==> config.mk <==
export PLATFORM = sky130hd
export DESIGN_NAME = data_bus_arbiter
export DESIGN_NICKNAME = d
export VERILOG_FILES = /design/src/rtl/data_bus_arbiter.sv
export SDC_FILE = /design/constraint.sdc
export NUM_CORES = 1
export LEC_CHECK = 0
export BUFFER_PORTS_ARGS = -buffer_cell sky130_fd_sc_hd__buf_2
export CORE_UTILIZATION = 40
export CTS_BUF_LIST = sky130_fd_sc_hd__clkbuf_2
export DETAILED_ROUTE_END_ITERATION = 10
export GPL_TIMING_DRIVEN = 1
export PLACE_DENSITY = 0.69
export SKIP_CTS_REPAIR_TIMING = 1
export SYNTH_ARGS = -nofsm -noshare
export SYNTH_HDL_FRONTEND = slang
export SYNTH_SLANG_ARGS = --single-unit
==> constraint.sdc <==
create_clock -name clk -period 2.2 [get_ports clk]
set_clock_uncertainty 0.1 [all_clocks]
set_input_delay 0.22 -clock clk [delete_from_list [all_inputs] [get_ports clk]]
set_output_delay 0.22 -clock clk [all_outputs]
set_load 0.01 [all_outputs]
==> src/rtl/data_bus_arbiter.sv <==
// Two-master data-bus write arbiter: debug has priority, with a starvation guard that lets the CPU in
// after MAX_DBG consecutive debug grants. Each transfer is IDLE -> SETUP -> WRITE -> RELEASE.
module data_bus_arbiter #(
    parameter int TIMEOUT = 15,
    parameter int MAX_DBG = 4
) (
    input  logic       clk,
    input  logic       reset,
    input  logic       cpu_req,
    input  logic [1:0] cpu_sel,
    input  logic       dbg_req,
    input  logic [1:0] dbg_sel,
    input  logic       mem_ready,
    output logic       cpu_gnt,
    output logic       dbg_gnt,
    output logic [1:0] data_busx,
    output logic       wr,
    output logic       busy,
    output logic       done,
    output logic       err
);

    localparam logic [1:0] DATA_BUSX_REGA_DOUT = 2'b00;
    localparam logic [3:0] MAX_DBG_CNT         = 4'(MAX_DBG);
    localparam logic [7:0] WAIT_LAST           = 8'(TIMEOUT - 1);

    typedef enum logic [1:0] {
        IDLE    = 2'd0,
        SETUP   = 2'd1,
        WRITE   = 2'd2,
        RELEASE = 2'd3
    } state_t;

    state_t     state;
    logic [3:0] dbg_streak;
    logic [7:0] wait_cnt;
    logic       cpu_wins;
    logic [3:0] streak_inc;

    // Arbitration decision and saturating streak increment for the current IDLE cycle
    always_comb begin
        cpu_wins   = 1'b0;
        streak_inc = dbg_streak;
        if (cpu_req && (!dbg_req || (dbg_streak == MAX_DBG_CNT))) begin
            cpu_wins = 1'b1;
        end else begin
            cpu_wins = 1'b0;
        end
        if (dbg_streak >= MAX_DBG_CNT) begin
            streak_inc = MAX_DBG_CNT;
        end else begin
            streak_inc = dbg_streak + 4'd1;
        end
    end

    // Transfer FSM; every output is registered together with the state it belongs to
    always_ff @(posedge clk) begin
        if (reset) begin
            state      <= IDLE;
            cpu_gnt    <= 1'b0;
            dbg_gnt    <= 1'b0;
            data_busx  <= DATA_BUSX_REGA_DOUT;
            wr         <= 1'b0;
            busy       <= 1'b0;
            done       <= 1'b0;
            err        <= 1'b0;
            dbg_streak <= 4'd0;
            wait_cnt   <= 8'd0;
        end else begin
            done <= 1'b0;
            err  <= 1'b0;
            case (state)
                IDLE: begin
                    if (cpu_wins) begin
                        state      <= SETUP;
                        cpu_gnt    <= 1'b1;
                        data_busx  <= cpu_sel;
                        busy       <= 1'b1;
                        dbg_streak <= 4'd0;
                    end else if (dbg_req) begin
                        state     <= SETUP;
                        dbg_gnt   <= 1'b1;
                        data_busx <= dbg_sel;
                        busy      <= 1'b1;
                        // The streak only measures how long a pending CPU request has waited
                        dbg_streak <= cpu_req ? streak_inc : 4'd0;
                    end else begin
                        dbg_streak <= 4'd0;
                    end
                end
                SETUP: begin
                    state    <= WRITE;
                    wr       <= 1'b1;
                    wait_cnt <= 8'd0;
                end
                WRITE: begin
                    if (mem_ready) begin
                        state <= RELEASE;
                        wr    <= 1'b0;
                        done  <= 1'b1;
                    end else if (wait_cnt == WAIT_LAST) begin
                        state <= RELEASE;
                        wr    <= 1'b0;
                        err   <= 1'b1;
                    end else begin
                        wait_cnt <= wait_cnt + 8'd1;
                    end
                end
                RELEASE: begin
                    state     <= IDLE;
                    cpu_gnt   <= 1'b0;
                    dbg_gnt   <= 1'b0;
                    data_busx <= DATA_BUSX_REGA_DOUT;
                    busy      <= 1'b0;
                end
                default: begin
                    state     <= IDLE;
                    cpu_gnt   <= 1'b0;
                    dbg_gnt   <= 1'b0;
                    data_busx <= DATA_BUSX_REGA_DOUT;
                    wr        <= 1'b0;
                    busy      <= 1'b0;
                end
            endcase
        end
    end

endmodule
==> out/qor.yml, run 1 <==
final_layout:
  antennaDiodeCount: 0
  finalNetCount: 161
  layout-drive-gt1-share_pct: 17.48
  post-route-util_pct: 48.56
  syn2layout_area_growth_pct: 12.92
global_routing:
  antenna_found_initial: 0
  grt_max_degree: 15
  grt_usage_pct: 16.73
  first_global_vias: 827
  grt_pass1_wl_mm: 3.491
  grt-ovfl-total: 0
synthesis:
  synth_edf_count: 0
  synthTopCellsByCount: "dfxtp_1, a21oi_1, nand2_1, nor2_1"
  async_reset_ff_share_pct: 0
  synth_fp_nets: 140
  netlist_instances: 123
  yosys.area.top_type_share_pct: 40.60
  synth.avg_cell_area_um2: 8.819
  seq_area_frac_synth_pct: 40.60
  synth_warnings: 0
  syn_area_um2: 1085
  synth_seq_cells: 22
  synth.top_cells.by_area: "dfxtp_1, ha_1, a21oi_1"
  synth_flop_cell: "dfxtp_1"
  ys_types: 35
  synth_top_cell_by_area: "dfxtp_1"
  yosysMostFrequentCell: "dfxtp_1"
clocking:
  cts_tree: "yes"
  h-tree-depth: 1
  path_clk_slew_ps: 220
  insertion_delay_ps: 340
  clockBufferDepth: 2
  cts_root_buf: "clkbuf_2"
  numCtsBuffers: 3
  clock_sink_count: 22
detailed_routing:
  vias: 932
  drtPass1Iterations: 4
  wl_per_cell_um: 12.53
  wl_mm: 2.167
  first_iter_violations: 15
  vias_per_cell: 5.387
  drc: 0
  ant_nets: 0
pwr:
  fin_total_pwr_mw: 1.170
  pwr_density_cell_nw_per_um2: 954.8
  max-vdd-ir-drop_mv: 0.6077
  leakage_nw: 0.4963
sta:
  layout_setup_ws_ps: 284.9
  worstMarginPinSlew_ps: 603.9
  timing.final.crit_share_pct: 87.05
  finalCriticalPeriod_ps: 1915
  setup_viol: 0
  rsz0062_at_grt: "no"
  slew_headroom_pct: 59.38
  max_freq_mhz: 522.2
  drv_slew: 0
  hold_viol: 0
  finalSetupTns_ps: 0
floorplan:
  die_x_um: 54.08
  dieArea_um2: 2924
  die_y_um: 54.08
  ios: 17
  core-area_um2: 2522
  start_util_pct: 43.01
  core.rowCount: 18
setup_path:
  cp.arrival_ps: 2090
  critPathLaunch: "state[1]$_SDFFE_PP0P_"
  crit_path_max_fanout: 6
  r2r-start: "state[1]$_SDFFE_PP0P_"
  path_class: "register to register"
  cp_slowest_stage_delay_ps: 430
  cp_cell_sequence: "inv_1 -> ha_1 -> nand2_1 -> a211o_1 -> or3_1 -> a21oi_1"
  endpoint_kind: "register"
  cpMaxStageDelayCell: "dfxtp_1"
  critPathRequiredTime_ps: 2380
  startpoint_type: "register"
place:
  place_congestion: 0.7681
  io_buffer_count: 16
  pre_cts_slack_ps: 351.7
  dp_hpwl_mm: 1.579
status:
  status: "completed"
min_path:
  min-delay-start: "mem_ready"
  hp-class: "input pin to register"
job:
  maxCapViolations: 0
[cells in the final DEF, fill, tap and decap left out, drive strengths merged, types with 3 or more instances in the layout]
cell / n
nor3: 3
nand3: 7
ha: 8
a21oi: 11
nand2: 10
nand4: 3
dfxtp: 22
mux2i: 4
o21ai: 4
buf: 17
inv: 8
or3: 4
clkbuf: 3
nor2: 10
[path summary, 6_finish.rpt]
| kind | slack [ps] | end | cells after the start |
|---|---|---|---|
| max | 280 | wait_cnt[4]$_SDFFE_PP0P_ | 6 |
| min | 10 | err$_SDFF_PP0_ | 2 |
| max reg2reg | 280 | wait_cnt[4]$_SDFFE_PP0P_ | 6 |
| min reg2reg | 400 | data_busx[0]$_SDFFE_PP0P_ | 1 |
[where the power goes]
part | leakage [nW] | total (mW) | switching [mW] | internal (mW)
logic | 0.303 | 0.500 | 0.308 | 0.192
clock network | 0.0140 | 0.165 | 0.126 | 0.0395
registers | 0.179 | 0.505 | 0.0402 | 0.464
total | 0.496 | 1.17 | 0.473 | 0.696
[layer usage]
metal	GRT usage (%)	routed length (µm)	vias up
met5	0	0	-
met4	7.692	40	0
met3	2.542	73	5
met2	26.54	951	18
met1	22.15	1101	424
li1	-	-	485
[final cells by class]
cell class | instances | area [µm²]
sequential | 22 | 440.4
clock buffer | 3 | 15.01
fill | 262 | 1297
clock inverter | 1 | 3.754
inverter | 9 | 33.78
multi-input combinational | 91 | 606.8
timing repair buffer | 17 | 87.58
tap | 30 | 37.54
[worst max-delay path: cells and delay by family, from the launching register on]
kind | cells | cell delay (ps)
fa+ha+maj | 1 | 370
simple gates | 2 | 460
compound gates | 2 | 420
buf+inv | 1 | 80
flops | 1 | 430
[through the flow]
| step | hold WS [ps] | instances | cell area, µm² |
|---|---|---|---|
| after floorplan | 195.7 | 123 | 1085 |
| after global placement | 348.0 | 169 | 1206 |
| after detailed placement | 361.1 | 169 | 1206 |
| after CTS | -4.414 | 173 | 1225 |
| after global routing | 12.06 | 173 | 1225 |
| final | 12.08 | 173 | 1225 |
[flip-flops by register name (all words and copies together), names as in the netlist]
name / cells
dbg_gnt: 1
data_busx: 2
state: 2
done: 1
wait_cnt: 8
err: 1
wr: 1
busy: 1
dbg_streak: 4
cpu_gnt: 1
[logic make-up (layout without fill, tap and decap cells)]
kind of cell	count (synthesis)	in the layout	share of synthesized area, %
muxes	4	4	3.691
xor gates and xnor gates	1	1	0.8075
AOI/OAI and AO/OA	30	30	18.46
DFF	22	22	40.60
and+or+nand+nor	48	48	23.76
adders and majority gates	8	8	9.228
buffers and inverters	10	30	3.460
(Power assumes the default switching activity.)
==> run 2, diff against run 1 <==
--- a/config.mk
+++ b/config.mk
@@ -7,7 +7,7 @@
 export LEC_CHECK = 0
 export BUFFER_PORTS_ARGS = -buffer_cell sky130_fd_sc_hd__buf_2
 export CORE_UTILIZATION = 40
-export CTS_BUF_LIST = sky130_fd_sc_hd__clkbuf_2
+export CTS_BUF_LIST = sky130_fd_sc_hd__clkbuf_4
 export DETAILED_ROUTE_END_ITERATION = 10
 export GPL_TIMING_DRIVEN = 1
 export PLACE_DENSITY = 0.69
==> run 2 against run 1 <==
Effect of this change: non-clock buffer count unchanged; routed wire length up 0.23%; final area up 0.61%; hold slack better by 31 ps; final cell count unchanged; global-route usage up 0.23 points; critical path depth unchanged; combinational power about the same; worst setup slack better by 22 ps.
==> out/qor.yml, run 2 (synthesis results as in run 1) <==
status:
  status: "completed"
setup_path:
  cpMaxStageDelayCell: "dfxtp_1"
  path_delay_family: "simple AND/OR/NAND/NOR gates"
  crit_path_max_fanout: 6  # unchanged
  cp.arrival_ps: 2040  # -50 ps
  path_class: "register to register"
  startpoint_type: "register"
  cp_cell_sequence: "inv_1 -> ha_1 -> nand2_1 -> a211o_1 -> or3_1 -> a21oi_1"
  endpoint_kind: "register"
  cp_slowest_stage_delay_ps: 400  # -30 ps
  critPathRequiredTime_ps: 2350  # -30 ps
  path_buf_inv: 1  # unchanged
sta:
  rsz0062_at_grt: "no"
  whs_ps: 43.12  # +31.04 ps
  timing.final.crit_share_pct: 86.04  # -1.0 points
  finalSetupTns_ps: 0  # unchanged
  worstMarginPinSlew_ps: 589.5  # -14.35 ps
  max_freq_mhz: 528.3  # +1.2%
  drv_slew: 0  # unchanged
  finalCriticalPeriod_ps: 1893  # -22.08 ps
  setup_viol: 0  # unchanged
  slew_headroom_pct: 60.34  # +0.96 points
  hold_viol: 0  # unchanged
clocking:
  h-tree-depth: 1  # unchanged
  clockBufferDepth: 2  # unchanged
  cts_root_buf: "clkbuf_4"
  cts_tree: "yes"
  numCtsBuffers: 3  # unchanged
  path_clk_slew_ps: 130  # -90 ps
  clock_sink_count: 22  # unchanged
  insertion_delay_ps: 310  # -30 ps
place:
  dp_hpwl_mm: 1.579  # unchanged
  io_buffer_count: 16  # unchanged
  place_congestion: 0.7681  # unchanged
global_routing:
  grt_usage_pct: 16.97  # +0.23 points
  first_global_vias: 830  # +0.36%
  grt_pass1_wl_mm: 3.512  # +0.60%
  grt-ovfl-total: 0  # unchanged
  grt_max_degree: 15  # unchanged
  antenna_found_initial: 0  # unchanged
final_layout:
  top_regs: "wait_cnt: 8 flops, dbg_streak: 4 flops"
  syn2layout_area_growth_pct: 13.61
  antennaDiodeCount: 0  # unchanged
  layout_commonest_cell: "dfxtp_1"
  largest_register_ffs: 8  # unchanged
  fillers: 261  # -0.38%
  layout-drive-gt1-share_pct: 17.48  # unchanged
  largest_register: "wait_cnt"
  finalNetCount: 161  # unchanged
  final_cell_mix: "dfxtp_1, buf_2, a21oi_1"
detailed_routing:
  ant_nets: 0  # unchanged
  vias_per_cell: 5.364  # -0.43%
  wl_per_cell_um: 12.55  # +0.23%
  wl_mm: 2.172  # +0.23%
  drc: 0  # unchanged
  first_iter_violations: 16  # +1
  vias: 928  # -0.43%
  drtPass1Iterations: 4  # unchanged
pwr:
  max-vdd-ir-drop_mv: 0.6278  # +3.3%
  leakage_nw: 0.4976  # +0.27%
  pwr_density_cell_nw_per_um2: 971.6  # +1.8%
job:
  maxCapViolations: 0  # unchanged
floorplan:
  die_x_um: 54.08  # unchanged
  dieArea_um2: 2924  # unchanged
  core.rowCount: 18  # unchanged
  core-area_um2: 2522  # unchanged
  start_util_pct: 43.01  # unchanged
  ios: 17  # unchanged
  die_y_um: 54.08  # unchanged
min_path:
  hp-class: "input pin to register"
run 2: final cells by class:
class                      instances  area (µm²)  area share, %
sequential                        22       440.4          35.74
clock buffer                       3       22.52          1.827
multi-input combinational         91       606.8          49.24
clock inverter                     1       3.754         0.3046
timing repair buffer              17       87.58          7.107
tap                               30       37.54          3.046
inverter                           9       33.78          2.741
run 2: report_power, final:
group	internal, mW	total (mW)	switching (mW)	leakage, nW
clock	0.0664	0.193	0.127	0.0154
combinational	0.192	0.500	0.308	0.303
sequential	0.464	0.504	0.0403	0.179
run 2: path summary, 6_finish.rpt:
kind	cells past startpoint	to	start	slack (ps)
max	6	wait_cnt[4]$_SDFFE_PP0P_	state[1]$_SDFFE_PP0P_	310
min	2	err$_SDFF_PP0_	mem_ready	40
max reg2reg	6	wait_cnt[4]$_SDFFE_PP0P_	state[1]$_SDFFE_PP0P_	310
min reg2reg	1	data_busx[0]$_SDFFE_PP0P_	data_busx[0]$_SDFFE_PP0P_	390
run 2: routing by layer:
metal | part of all wire (%) | global-route usage, % | up-vias
li1 | - | - | 485
met1 | 51 | 22.32 | 422
met2 | 44 | 26.54 | 16
met3 | 3.0 | 2.542 | 5
met4 | 2.1 | 8.974 | 0
met5 | 0 | 0 | -
run 2: metrics by stage:
stage / std cells / power, mW / util, % / setup WS (ps) / area [µm²]
final: 173 / 1.197 / 48.86 / 307.0 / 1232
after global routing: 173 / 1.281 / 48.86 / 180.8 / 1232
after CTS: 173 / 1.205 / 48.86 / 317.0 / 1232
after detailed placement: 169 / 1.013 / 47.82 / 351.7 / 1206
after global placement: 169 / 0.9972 / 47.82 / 405.8 / 1206
after floorplan: 123 / 0.8670 / - / 501.3 / 1085
==> run 3, diff against run 2 <==
--- a/config.mk
+++ b/config.mk
@@ -6,11 +6,12 @@
 export NUM_CORES = 1
 export LEC_CHECK = 0
 export BUFFER_PORTS_ARGS = -buffer_cell sky130_fd_sc_hd__buf_2
-export CORE_UTILIZATION = 40
+export CORE_UTILIZATION = 57
 export CTS_BUF_LIST = sky130_fd_sc_hd__clkbuf_4
 export DETAILED_ROUTE_END_ITERATION = 10
 export GPL_TIMING_DRIVEN = 1
-export PLACE_DENSITY = 0.69
+export MAX_ROUTING_LAYER = met4
+export PLACE_DENSITY = 0.89
 export SKIP_CTS_REPAIR_TIMING = 1
 export SYNTH_ARGS = -nofsm -noshare
 export SYNTH_HDL_FRONTEND = slang
==> run 3 against run 2 <==
Effect of this change: via count increased by 4.6%; critical path type unchanged; largest power group unchanged; sequential share of layout area decreased by 0.36 points; critical endpoint is now wait_cnt[3]$_SDFFE_PP0P_; register-to-register slack improved by 30 ps.
==> out/qor.yml, run 3 (synthesis results as in run 1) <==
clocking:
  clock_sink_count: 22  # unchanged
  insertion_delay_ps: 300  # about the same
  h-tree-depth: 1  # unchanged
  path_clk_slew_ps: 120  # about the same
  clockBufferDepth: 2  # unchanged
  cts_tree: "yes"
  cts_root_buf: "clkbuf_4"
  numCtsBuffers: 3  # unchanged
final_layout:
  largest_register: "wait_cnt"
  antennaDiodeCount: 0  # unchanged
  final_cell_mix: "dfxtp_1, buf_2, a21oi_1"
  finalNetCount: 160  # -0.62%
  layout_commonest_cell: "dfxtp_1"
  post-route-util_pct: 70.57  # +22 points
  top_regs: "wait_cnt: 8 flops, dbg_streak: 4 flops"
  layout-drive-gt1-share_pct: 17.61  # +0.12 points
  largest_register_ffs: 8  # unchanged
  syn2layout_area_growth_pct: 14.76
global_routing:
  grt_usage_pct: 23.11  # +6.1 points
  grt_pass1_wl_mm: 3.408  # -3.0%
  antenna_found_initial: 0  # unchanged
  grt_max_degree: 15  # unchanged
  grt-ovfl-total: 0  # unchanged
  first_global_vias: 850  # +2.4%
floorplan:
  die_x_um: 45.63  # -16%
  dieArea_um2: 2082  # -29%
  start_util_pct: 61.49  # +18 points
  ios: 17  # unchanged
  core.rowCount: 15  # -3
  die_y_um: 45.63  # -16%
  core-area_um2: 1764  # -30%
pwr:
  leakage_nw: 0.5049  # +1.5%
  p_seq_share_pct: 38.7  # -3.4 points
  pwr_density_cell_nw_per_um2: 1050  # +8.1%
  max-vdd-ir-drop_mv: 0.9834  # +57%
  clkPwrFrac_pct: 23.2  # +7.1 points
  internal_power_mw: 0.8370  # +16%
  switching_share_pct: 36.00  # -3.6 points
  p_sw_mw: 0.4708  # -0.81%
  comb_power_share_pct: 38.1  # -3.6 points
detailed_routing:
  ant_nets: 0  # unchanged
  drtPass1Iterations: 4  # unchanged
  wl_mm: 2.135  # -1.7%
  vias_per_cell: 5.814  # +8.4%
  vias: 971  # +4.6%
  wl_per_cell_um: 12.78  # +1.8%
  first_iter_violations: 19  # +3
  drc: 0  # unchanged
sta:
  finalSetupTns_ps: 0  # unchanged
  hold_viol: 0  # unchanged
  drv_slew: 0  # unchanged
  rsz0062_at_grt: "no"
  worstMarginPinSlew_ps: 543.2  # -46.38 ps
  finalCriticalPeriod_ps: 1863  # -29.58 ps
  timing.final.crit_share_pct: 84.70  # -1.3 points
  setup_viol: 0  # unchanged
  max_freq_mhz: 536.7  # +1.6%
  slew_headroom_pct: 63.71  # +3.4 points
min_path:
  hp-class: "input pin to register"
place:
  dp_hpwl_mm: 1.599  # +1.3%
  place_congestion: 0.8115  # +5.7%
  io_buffer_count: 16  # unchanged
status:
  status: "completed"
setup_path:
  startpoint_type: "register"
  crit_path_max_fanout: 5  # -1
  path_class: "register to register"
  critPathRequiredTime_ps: 2340  # about the same
  cp.arrival_ps: 2010  # -30 ps
  endpoint_kind: "register"
job:
  maxCapViolations: 0  # unchanged
## run 3: worst paths after layout
kind                                                start                        end  slack [ps]  cells after the start
worst max-delay path             wait_cnt[0]$_SDFFE_PP0P_   wait_cnt[3]$_SDFFE_PP0P_         340                      6
worst min-delay path                            mem_ready             err$_SDFF_PP0_          60                      2
worst max register to register   wait_cnt[0]$_SDFFE_PP0P_   wait_cnt[3]$_SDFFE_PP0P_         340                      6
worst min register to register  data_busx[0]$_SDFFE_PP0P_  data_busx[0]$_SDFFE_PP0P_         380                      1
## run 3: power by group through the flow
stage	Combinational [mW]	Clock [mW]	Sequential [mW]
3_5_place_dp	0.490	0	0.513
6_report	0.498	0.303	0.507
2_1_floorplan	0.338	0	0.529
4_1_cts	0.494	0.316	0.505
5_1_grt	0.552	0.331	0.512
3_3_place_gp	0.476	0	0.509
## run 3: routing by layer
| layer | global-route usage [%] | up-vias | wire, µm |
|---|---|---|---|
| met4 | 9.697 | 0 | 27 |
| met1 | 26.83 | 449 | 954 |
| li1 | - | 484 | - |
| met3 | 4.762 | 4 | 128 |
| met5 | - | - | 0 |
| met2 | 38.29 | 34 | 1023 |
## run 3: metrics by stage
step	hold WS [ps]	std cells	setup slack [ps]	area (µm²)	power, mW
2_1_floorplan	195.7	123	501.3	1085	0.8670
3_3_place_gp	344.3	163	417.4	1192	0.9848
3_5_place_dp	343.0	163	374.8	1192	1.003
4_1_cts	40.16	167	354.0	1245	1.314
5_1_grt	34.50	167	239.3	1245	1.395
6_report	57.25	167	336.6	1245	1.308
## run 3: area by class of cell
type	count	area [µm²]
inverters	9	33.78
multi-input cells	91	606.8
clock inverters	1	30.03
repair buffers	16	80.08
clock buffers	3	22.52
well taps	25	31.28
fillers	153	519.2
flip-flops and latches	22	440.4
## run 3: worst max-delay path: stages, from the launching register on
cell and delay (ps):
dfxtp_1 420, inv_1 70, ha_1 200, and4b_4 190, a211o_1 340, or3_1 360
a21oi_1 130
